===== src/rtl/rom_streamer_pkg.sv =====
// rom_streamer_pkg: shared state encoding, default geometry and FIFO entry layout
package rom_streamer_pkg;
  localparam int DEF_ADDR_W = 5;
  localparam int DEF_DATA_W = 4;
  localparam int DEF_FIFO_DEPTH = 4;
  typedef enum logic [1:0] {IDLE, RUN, DRAIN, DONE} state_t;
  typedef struct packed {
    logic last;
    logic [DEF_DATA_W-1:0] data;
  } entry_t;
endpackage


===== src/rtl/rom_streamer_fifo.sv =====
// rom_streamer_fifo: synchronous FIFO with occupancy count, async active-low reset
module rom_streamer_fifo
  import rom_streamer_pkg::*;
#(
  parameter int W = DEF_DATA_W + 1,
  parameter int DEPTH = DEF_FIFO_DEPTH,
  localparam int PW = DEPTH > 1 ? $clog2(DEPTH) : 1,
  localparam int CW = $clog2(DEPTH + 1)
) (
  input  logic          clk,
  input  logic          rst_n,
  input  logic          push,
  input  logic [W-1:0]  din,
  input  logic          pop,
  output logic [W-1:0]  dout,
  output logic [CW-1:0] count
);
  logic [W-1:0] mem [DEPTH];
  logic [PW-1:0] wr_ptr, rd_ptr;
  function automatic logic [PW-1:0] inc(input logic [PW-1:0] p);
    return (p == PW'(DEPTH - 1)) ? '0 : p + 1'b1;
  endfunction
  always_ff @(posedge clk or negedge rst_n)
    if (!rst_n) begin
      wr_ptr <= '0;
      rd_ptr <= '0;
      count <= '0;
    end else begin
      if (push) wr_ptr <= inc(wr_ptr);
      if (pop) rd_ptr <= inc(rd_ptr);
      count <= count + CW'(push) - CW'(pop);
    end
  always_ff @(posedge clk)
    if (push) mem[wr_ptr] <= din;
  assign dout = mem[rd_ptr];
endmodule


===== src/rtl/rom_streamer.sv =====
// rom_streamer: walks a wrap-around ROM address range and streams the words out with backpressure.
// Define ROM_STREAMER_CSUM_EN to add the running XOR checksum output csum.
module rom_streamer
  import rom_streamer_pkg::*;
#(
  parameter int ADDR_W = DEF_ADDR_W,
  parameter int DATA_W = DEF_DATA_W,
  parameter int FIFO_DEPTH = DEF_FIFO_DEPTH
) (
  input  logic              clk,
  input  logic              rst_n,
  input  logic              start,
  input  logic [ADDR_W-1:0] base_addr,
  input  logic [ADDR_W:0]   len,
  output logic              busy,
  output logic              done,
  output logic              rom_en,
  output logic [ADDR_W-1:0] rom_addr,
  input  logic [DATA_W-1:0] rom_data,
  output logic              out_valid,
  input  logic              out_ready,
  output logic [DATA_W-1:0] out_data,
  output logic              out_last
`ifdef ROM_STREAMER_CSUM_EN
  ,
  output logic [DATA_W-1:0] csum
`endif
);
  localparam int CW = $clog2(FIFO_DEPTH + 1);
  state_t state, state_nx;
  logic [ADDR_W:0] rem;
  logic rd_vld, rd_last, accept, issue, pop;
  logic [CW-1:0] count;
  logic [CW+1:0] used;
  logic [DATA_W:0] head;
  assign accept = state == IDLE && start;
  assign pop = out_valid && out_ready;
  // credits after this edge: stored words plus reads in flight, including the one about to issue
  assign used = (CW+2)'(count) + (CW+2)'(rom_en) + (CW+2)'(rd_vld) - (CW+2)'(pop);
  assign issue = (accept && len != '0) || (state == RUN && rem != '0 && used < (CW+2)'(FIFO_DEPTH));
  assign out_valid = count != '0;
  assign out_data = out_valid ? head[DATA_W-1:0] : '0;
  assign out_last = out_valid && head[DATA_W];
  always_ff @(posedge clk or negedge rst_n)
    if (!rst_n) state <= IDLE;
    else state <= state_nx;
  always_comb
    state_nx = state == IDLE  ? (accept ? (len == '0 ? DONE : RUN) : IDLE) :
               state == RUN   ? (rem == '0 ? DRAIN : RUN) :
               state == DRAIN ? (pop && out_last ? DONE : DRAIN) : IDLE;
  always_comb begin
    busy = state != IDLE;
    done = state == DONE;
  end
  always_ff @(posedge clk or negedge rst_n)
    if (!rst_n) begin
      rom_en <= 1'b0;
      rom_addr <= '0;
      rem <= '0;
      rd_vld <= 1'b0;
      rd_last <= 1'b0;
    end else begin
      rom_en <= issue;
      rd_vld <= rom_en;
      rd_last <= rom_en && rem == '0;
      if (issue) begin
        rom_addr <= accept ? base_addr : rom_addr + 1'b1;
        rem <= (accept ? len : rem) - 1'b1;
      end
    end
  rom_streamer_fifo #(.W(DATA_W + 1), .DEPTH(FIFO_DEPTH)) u_fifo (
    .clk(clk),
    .rst_n(rst_n),
    .push(rd_vld),
    .din({rd_last, rom_data}),
    .pop(pop),
    .dout(head),
    .count(count)
  );
`ifdef ROM_STREAMER_CSUM_EN
  always_ff @(posedge clk or negedge rst_n)
    if (!rst_n) csum <= '0;
    else if (accept) csum <= '0;
    else if (pop) csum <= csum ^ out_data;
`endif
endmodule


===== config.mk =====
export PLATFORM = sky130hd
export DESIGN_NAME = rom_streamer
export DESIGN_NICKNAME = d
export VERILOG_FILES = /design/src/rtl/rom_streamer_pkg.sv /design/src/rtl/rom_streamer_fifo.sv /design/src/rtl/rom_streamer.sv
export SDC_FILE = /design/constraint.sdc
export NUM_CORES = 1
export LEC_CHECK = 0
export CORE_ASPECT_RATIO = 0.8
export CORE_UTILIZATION = 35
export DETAILED_ROUTE_END_ITERATION = 7
export PLACE_DENSITY = 0.59
export SETUP_SLACK_MARGIN = 0.05
export SLEW_MARGIN = 5
export SYNTH_ARGS = -nofsm -noshare
export SYNTH_HDL_FRONTEND = slang
export SYNTH_SLANG_ARGS = --single-unit

===== constraint.sdc =====
create_clock -name clk -period 3.6 [get_ports clk]
set_input_delay 1.08 -clock clk [delete_from_list [all_inputs] [get_ports clk]]
set_output_delay 1.08 -clock clk [all_outputs]
set_load 0.02 [all_outputs]

# --- Word-level counts from Yosys, hierarchy flattened ---
# Memories as Yosys holds them, arrays and structs flattened.
# Cells that the tools add are included.
# Widths: inputs -> output; s select.
op_classes:
  addsub: 9
  mul: 0
  div_mod_pow: 0
  magnitude_cmp: 1
  n_eq_ne: 5
  shifts: 0
  n_mux: 14
  bitwise: 0
  n_reduce_logical: 16
op_table:
  columns: ["op", "count"]
  rows:
  - ["$mux 2", 8]
  - ["$logic_not 6->1", 2]
  - ["$reduce_bool 6->1", 2]
  - ["$eq 2x2->1 const B", 4]
  - ["$logic_and 1x1->1", 8]
  - ["$mux 6", 1]
  - ["$sub 6x1->6 const B", 1]
  - ["$add 4x1->5", 1]
  - ["$add 5x1->5 const B", 1]
  - ["$lt 5x3->1 const B", 1]
  - ["$mux 5", 1]
  - ["$sub 5x1->5", 1]
  - ["$add 2x1->2 const B", 2]
  - ["$add 3x1->4", 1]
  - ["$mux 4", 1]
  - ["$add 3x1->3", 1]
  - ["$mux 1", 3]
  - ["$reduce_bool 3->1", 1]
  - ["$sub 3x1->3", 1]
  - ["$eq 2x1->1 const B", 1]
  - ["$logic_not 2->1", 1]
  - ["$reduce_bool 2->1", 1]
  - ["$logic_or 1x1->1", 1]
word_totals:
  reg_bits: 23
  latchBits: 0
  ramBits: 20
  romBits: 0
  input_bits: 19
  output_inout_bits: 14
  elab_cells: 55
  memories: 1
memory_table:
  columns: ["memory", "words", "word_bits", "read_ports", "rd_clocked_by_memory_dff", "wr", "line", "source"]
  rows:
  - ["u_fifo.mem", 4, 5, 1, 0, 1, "rom_streamer_fifo.sv:18", "logic [W-1:0] mem [DEPTH];"]

# --- Logic depth before layout (Yosys ltp) ---
# Gate-level depths: netlist of run 1.
depth:
  word_depth: 7
  ltp_mapped: 15
  mapped_depth_nobuf: 13

# --- Cells and area by module ---
# A second synthesis of run 1 with hierarchy kept.
hier_totals:
  cells_unflattened: 188
  area_unflattened_um2: 2312.2
modules_own_cells:
  columns: ["module", "instances", "cells_each", "area_per_inst_um2", "seq_area_each_um2"]
  rows:
  - ["rom_streamer", 1, 128, 1191.1, 400.4]
  - ["rom_streamer_fifo", 1, 60, 1121.1, 775.7]

# --- Worst setup path before layout of run 1 ---
# OpenSTA, ideal clock, no wires.
synth_path:
  path_kind: "input to register"
  startpoint: "input port out_ready"
  endpoint: "register rem[2]"
  setup_ns: 0.124
  arrival_ns: 3.140
  required_time_ns: 3.476
  setup_slack_ns: 0.336
  stages: 11
  n_path_buf: 0
  path_cell_list: "nand2_1 inv_1 ha_1 inv_1 ha_1 a211oi_1 o31ai_1 xnor2_1 and3_4 or3_1 a211o_1"
synth_via:
  elab_chain_cells: 5
synth_rtl:
  columns: ["item", "line", "source"]
  rows:
  - ["start: declaration", "rom_streamer.sv:21", "input logic out_ready,"]
  - ["$logic_and 1x1->1", "rom_streamer.sv:37", "assign pop = out_valid && out_ready;"]
  - ["net pop", "rom_streamer.sv:32", "logic rd_vld, rd_last, accept, issue, pop;"]
  - ["$sub 5x1->5", "rom_streamer.sv:39", "assign used = (CW+2)'(count) + (CW+2)'(rom_en) + (CW+2)'(rd_vld) - (CW+2)'(pop);"]
  - ["$lt 5x3->1", "rom_streamer.sv:40", "assign issue = (accept && len != '0) || (state == RUN && rem != '0 && used < (CW+2)'(FIFO_DEPTH));"]
  - ["$logic_and 1x1->1", "rom_streamer.sv:40", null]
  - ["$logic_or 1x1->1", "rom_streamer.sv:40", null]
  - ["end signal: assignment", "rom_streamer.sv:68", "rem <= (accept ? len : rem) - 1'b1;"]
  - ["end: declaration", "rom_streamer.sv:31", "logic [ADDR_W:0] rem;"]
# The timed path passes the listed nets, and every way through them passes these cells.
# A chain may end at the register's enable or synchronous reset.

# --- Worst setup path after layout of run 1 ---
# Same ends and word-level chain as after synthesis.

==> results.yml, run 1 <==
pwr:
  vdd_drop_max_mv: 0.2773
  p_leak_uw: 0.001124
  power_uw: 2252
  p_per_area_nw_per_um2: 801.2
global_routing:
  antenna_found_initial: 0
  overflow: 0
  grt.total_usage_pct: 14.51
  grt_max_degree: 24
  grt_pass1_wl_um: 7362
  grt_pass1_vias: 1522
die:
  coreArea_um2: 6068
  fp-row-count: 25
  io_pins: 33
  die_y_um: 73.99
  start_util_pct: 37.36
  die_area_um2: 6806
  dieWidth_um: 91.99
synthesis:
  synthFlopType: "dfrtp_1"
  seq_area_frac_synth_pct: 51.88
  async_reset_ff_share_pct: 53.49
  yosys_warnings: 0
  synth_seq_cells: 43
  synth_area_um2: 2267
  syn_nets: 228
  synth.avg_cell_area_um2: 11.69
  syn_inst: 194
  synth-edff-count: 20
  synth_cell_types: 48
clock_tree:
  cts_made_buffers: 5
  hold_buffers: 0
  root_buffer: "clkbuf_8"
  ctsLongestPathBuffers: 2
  tritoncts: "done"
  htreeDepth: 2
  clk_latency_ns: 0.29
  cts_resized: 0
  cts_setup_buffers: 0
  cts.sinks: 43
  clk_pin_slew_worst_paths_ns: 0.08
timing:
  layout_min_cycle_time_ns: 3.367
  rsz0062_at_grt: "no"
  setup_violations: 0
  max_freq_ghz: 0.2970
  worst_pin_slew_ns: 0.4104
  final_hold_viol_count: 0
  relSlewSlack_pct: 72.64
  layout_setup_ws_ns: 0.2326
  fin_crit_sh_pct: 93.54
  slew_violations: 0
  skew_ns: 0.005637
routing:
  dr.pass1.iters: 4
  num_vias: 1546
  drc: 0
  avgViaCountPerCell: 4.831
  drt_iter0_drc: 79
  postRouteAntennaNets: 0
  wl_per_cell_um: 13.81
  wl_um: 4419
finish:
  drive_gt1_share_pct: 13.81
  syn_to_final_growth_pct: 23.95
  fin_util_pct: 46.31
  final_cells: 320
  layout_common_cells: "32 x clkdlybuf4s50_1, 23 x dfrtp_1, 20 x edfxtp_1"
  layout_commonest_cell: "clkdlybuf4s50_1"
  nets: 272
  antennaDiodeCount: 0
worst_setup_path:
  critical_path.max_fanout: 2
  cp-end-kind: "flip-flop"
  cp.required_ns: 3.79
  crit_chain: "clkdlybuf4s50_1, nand2_1, inv_1, ha_1, inv_1, ha_1, a211oi_1, o31ai_1, xnor2_1, and3_4, or3_1, a211o_1"
  cp-start-kind: "primary input"
  slowest_stage: "clkdlybuf4s50_1"
  max_stage_delay_ns: 0.41
  critPathTopFamily: "compound AO/OA/AOI/OAI gates"
  path_class: "in -> reg"
  cp_num_buf_inv: 3
  critPathArrivalTime_ns: 3.55
placed_design:
  io_buffer_count: 32
  dp.final_hpwl_um: 3290
  gp_congestion: 0.7729
  dp.cells: 312
  dpl_worst_slack_ns: -0.1108
hold_path:
  hold_class: "reg -> reg"
outcome:
  status: "complete, no violations"
flow_run:
  cap_violations: 0
-- cells in the mapped netlist (2+ instances only) --
cell	number	area, um2
o31ai_1	2	15.01
nor3_1	4	20.02
nand3_1	5	25.02
or2_2	2	12.51
a211o_1	2	17.52
or3_1	3	18.77
mux2i_1	2	20.02
ha_1	14	175.2
inv_1	15	56.30
dfrtp_1	23	575.6
edfxtp_1	20	600.6
a31oi_1	2	12.51
clkbuf_1	3	11.26
mux4_2	5	112.6
nand2_1	10	37.54
buf_6	2	22.52
and2_1	11	68.82
or3b_2	2	17.52
nor2_1	12	45.04
o21ai_0	13	65.06
a211oi_1	4	30.03
a21oi_1	12	60.06
-- power by group --
group / internal [uW] / switching, uW / leakage [uW]
Clock: 132 / 157 / 0.0000403
Combinational: 592 / 570 / 0.000628
Sequential: 657 / 144 / 0.000456
-- worst register-to-register path, cell delays in order, from the launching register on --
cell and delay [ns]:
dfrtp_1 0.42, inv_1 0.14, nand3_1 0.26, nand2_1 0.18
inv_1 0.07, ha_1 0.27, inv_1 0.04, ha_1 0.26
a211oi_1 0.28, o31ai_1 0.13, xnor2_1 0.15, and3_4 0.19
or3_1 0.34, a211o_1 0.25
-- path summary, 6_finish.rpt --
path / start / cells after the start / to / slack [ns]
max in group asynchronous: rst_n / 2 / u_fifo.count[1]$_DFF_PN0_ / 2.21
max: out_ready / 12 / rem[2]$_DFFE_PN0P_ / 0.23
min: rom_en$_DFF_PN0_ / 0 / rd_vld$_DFF_PN0_ / 0.48
min in group asynchronous: rst_n / 2 / rem[3]$_DFFE_PN0P_ / 1.14
max reg2reg: u_fifo.count[1]$_DFF_PN0_ / 13 / rem[2]$_DFFE_PN0P_ / 0.52
min reg2reg: rom_en$_DFF_PN0_ / 0 / rd_vld$_DFF_PN0_ / 0.48
-- state kept, by name, summed over array words and instances, names as in the netlist --
register and count:
state 2, u_fifo.wr_ptr 2, rom_addr 5, rd_last 1
u_fifo.count 3, rom_en 1, u_fifo.rd_ptr 2, u_fifo.mem 20
rem 6, rd_vld 1
-- final cells by class --
type | count | area [um2]
clock buffers | 6 | 72.57
fillers | 599 | 3258
well taps | 81 | 101.3
multi-input cells | 131 | 1001
repair buffers | 42 | 395.4
inverters | 15 | 56.30
clock inverters | 2 | 7.507
flip-flops and latches | 43 | 1176
-- logic make-up after synthesis --
kind of cell             count (synthesis)  share of synthesized area, %
multiplexers                             9                         7.009
adder cells (fa/ha/maj)                 15                         8.609
AND/OR/NAND/NOR                         60                         15.34
flip-flops                              43                         51.88
buffers and inverters                   20                         3.973
XOR/XNOR                                 2                        0.7728
AO/OA/AOI/OAI                           45                         12.42
-- metrics by stage --
stage          setup TNS, ns  area (um2)  hold WS, ns
2_1_floorplan              0        2267       0.4547
3_3_place_gp        -0.05020        2730       0.4849
3_5_place_dp         -0.1759        2730       0.4822
4_1_cts                    0        2810       0.5089
5_1_grt                    0        2810       0.5202
6_report                   0        2810       0.4804
-- per-layer routing --
metal  share of wire, %  global-route usage, %  routed length [um]  vias up
met5                  0                      0                   0        -
met4                1.2                  4.688                  54        0
met3                2.6                  4.294                 116        6
met2                 45                  22.06                1981       16
met1                 51                  20.20                2267      726
li1                   -                      -                   -      798
Power figures use the tool's default switching activity.
==> run 2, diff against run 1 <==
- ABC_AREA: unset -> 0
==> results of run 2 <==
Final layout, timing and power as in run 1 (identical DEF).
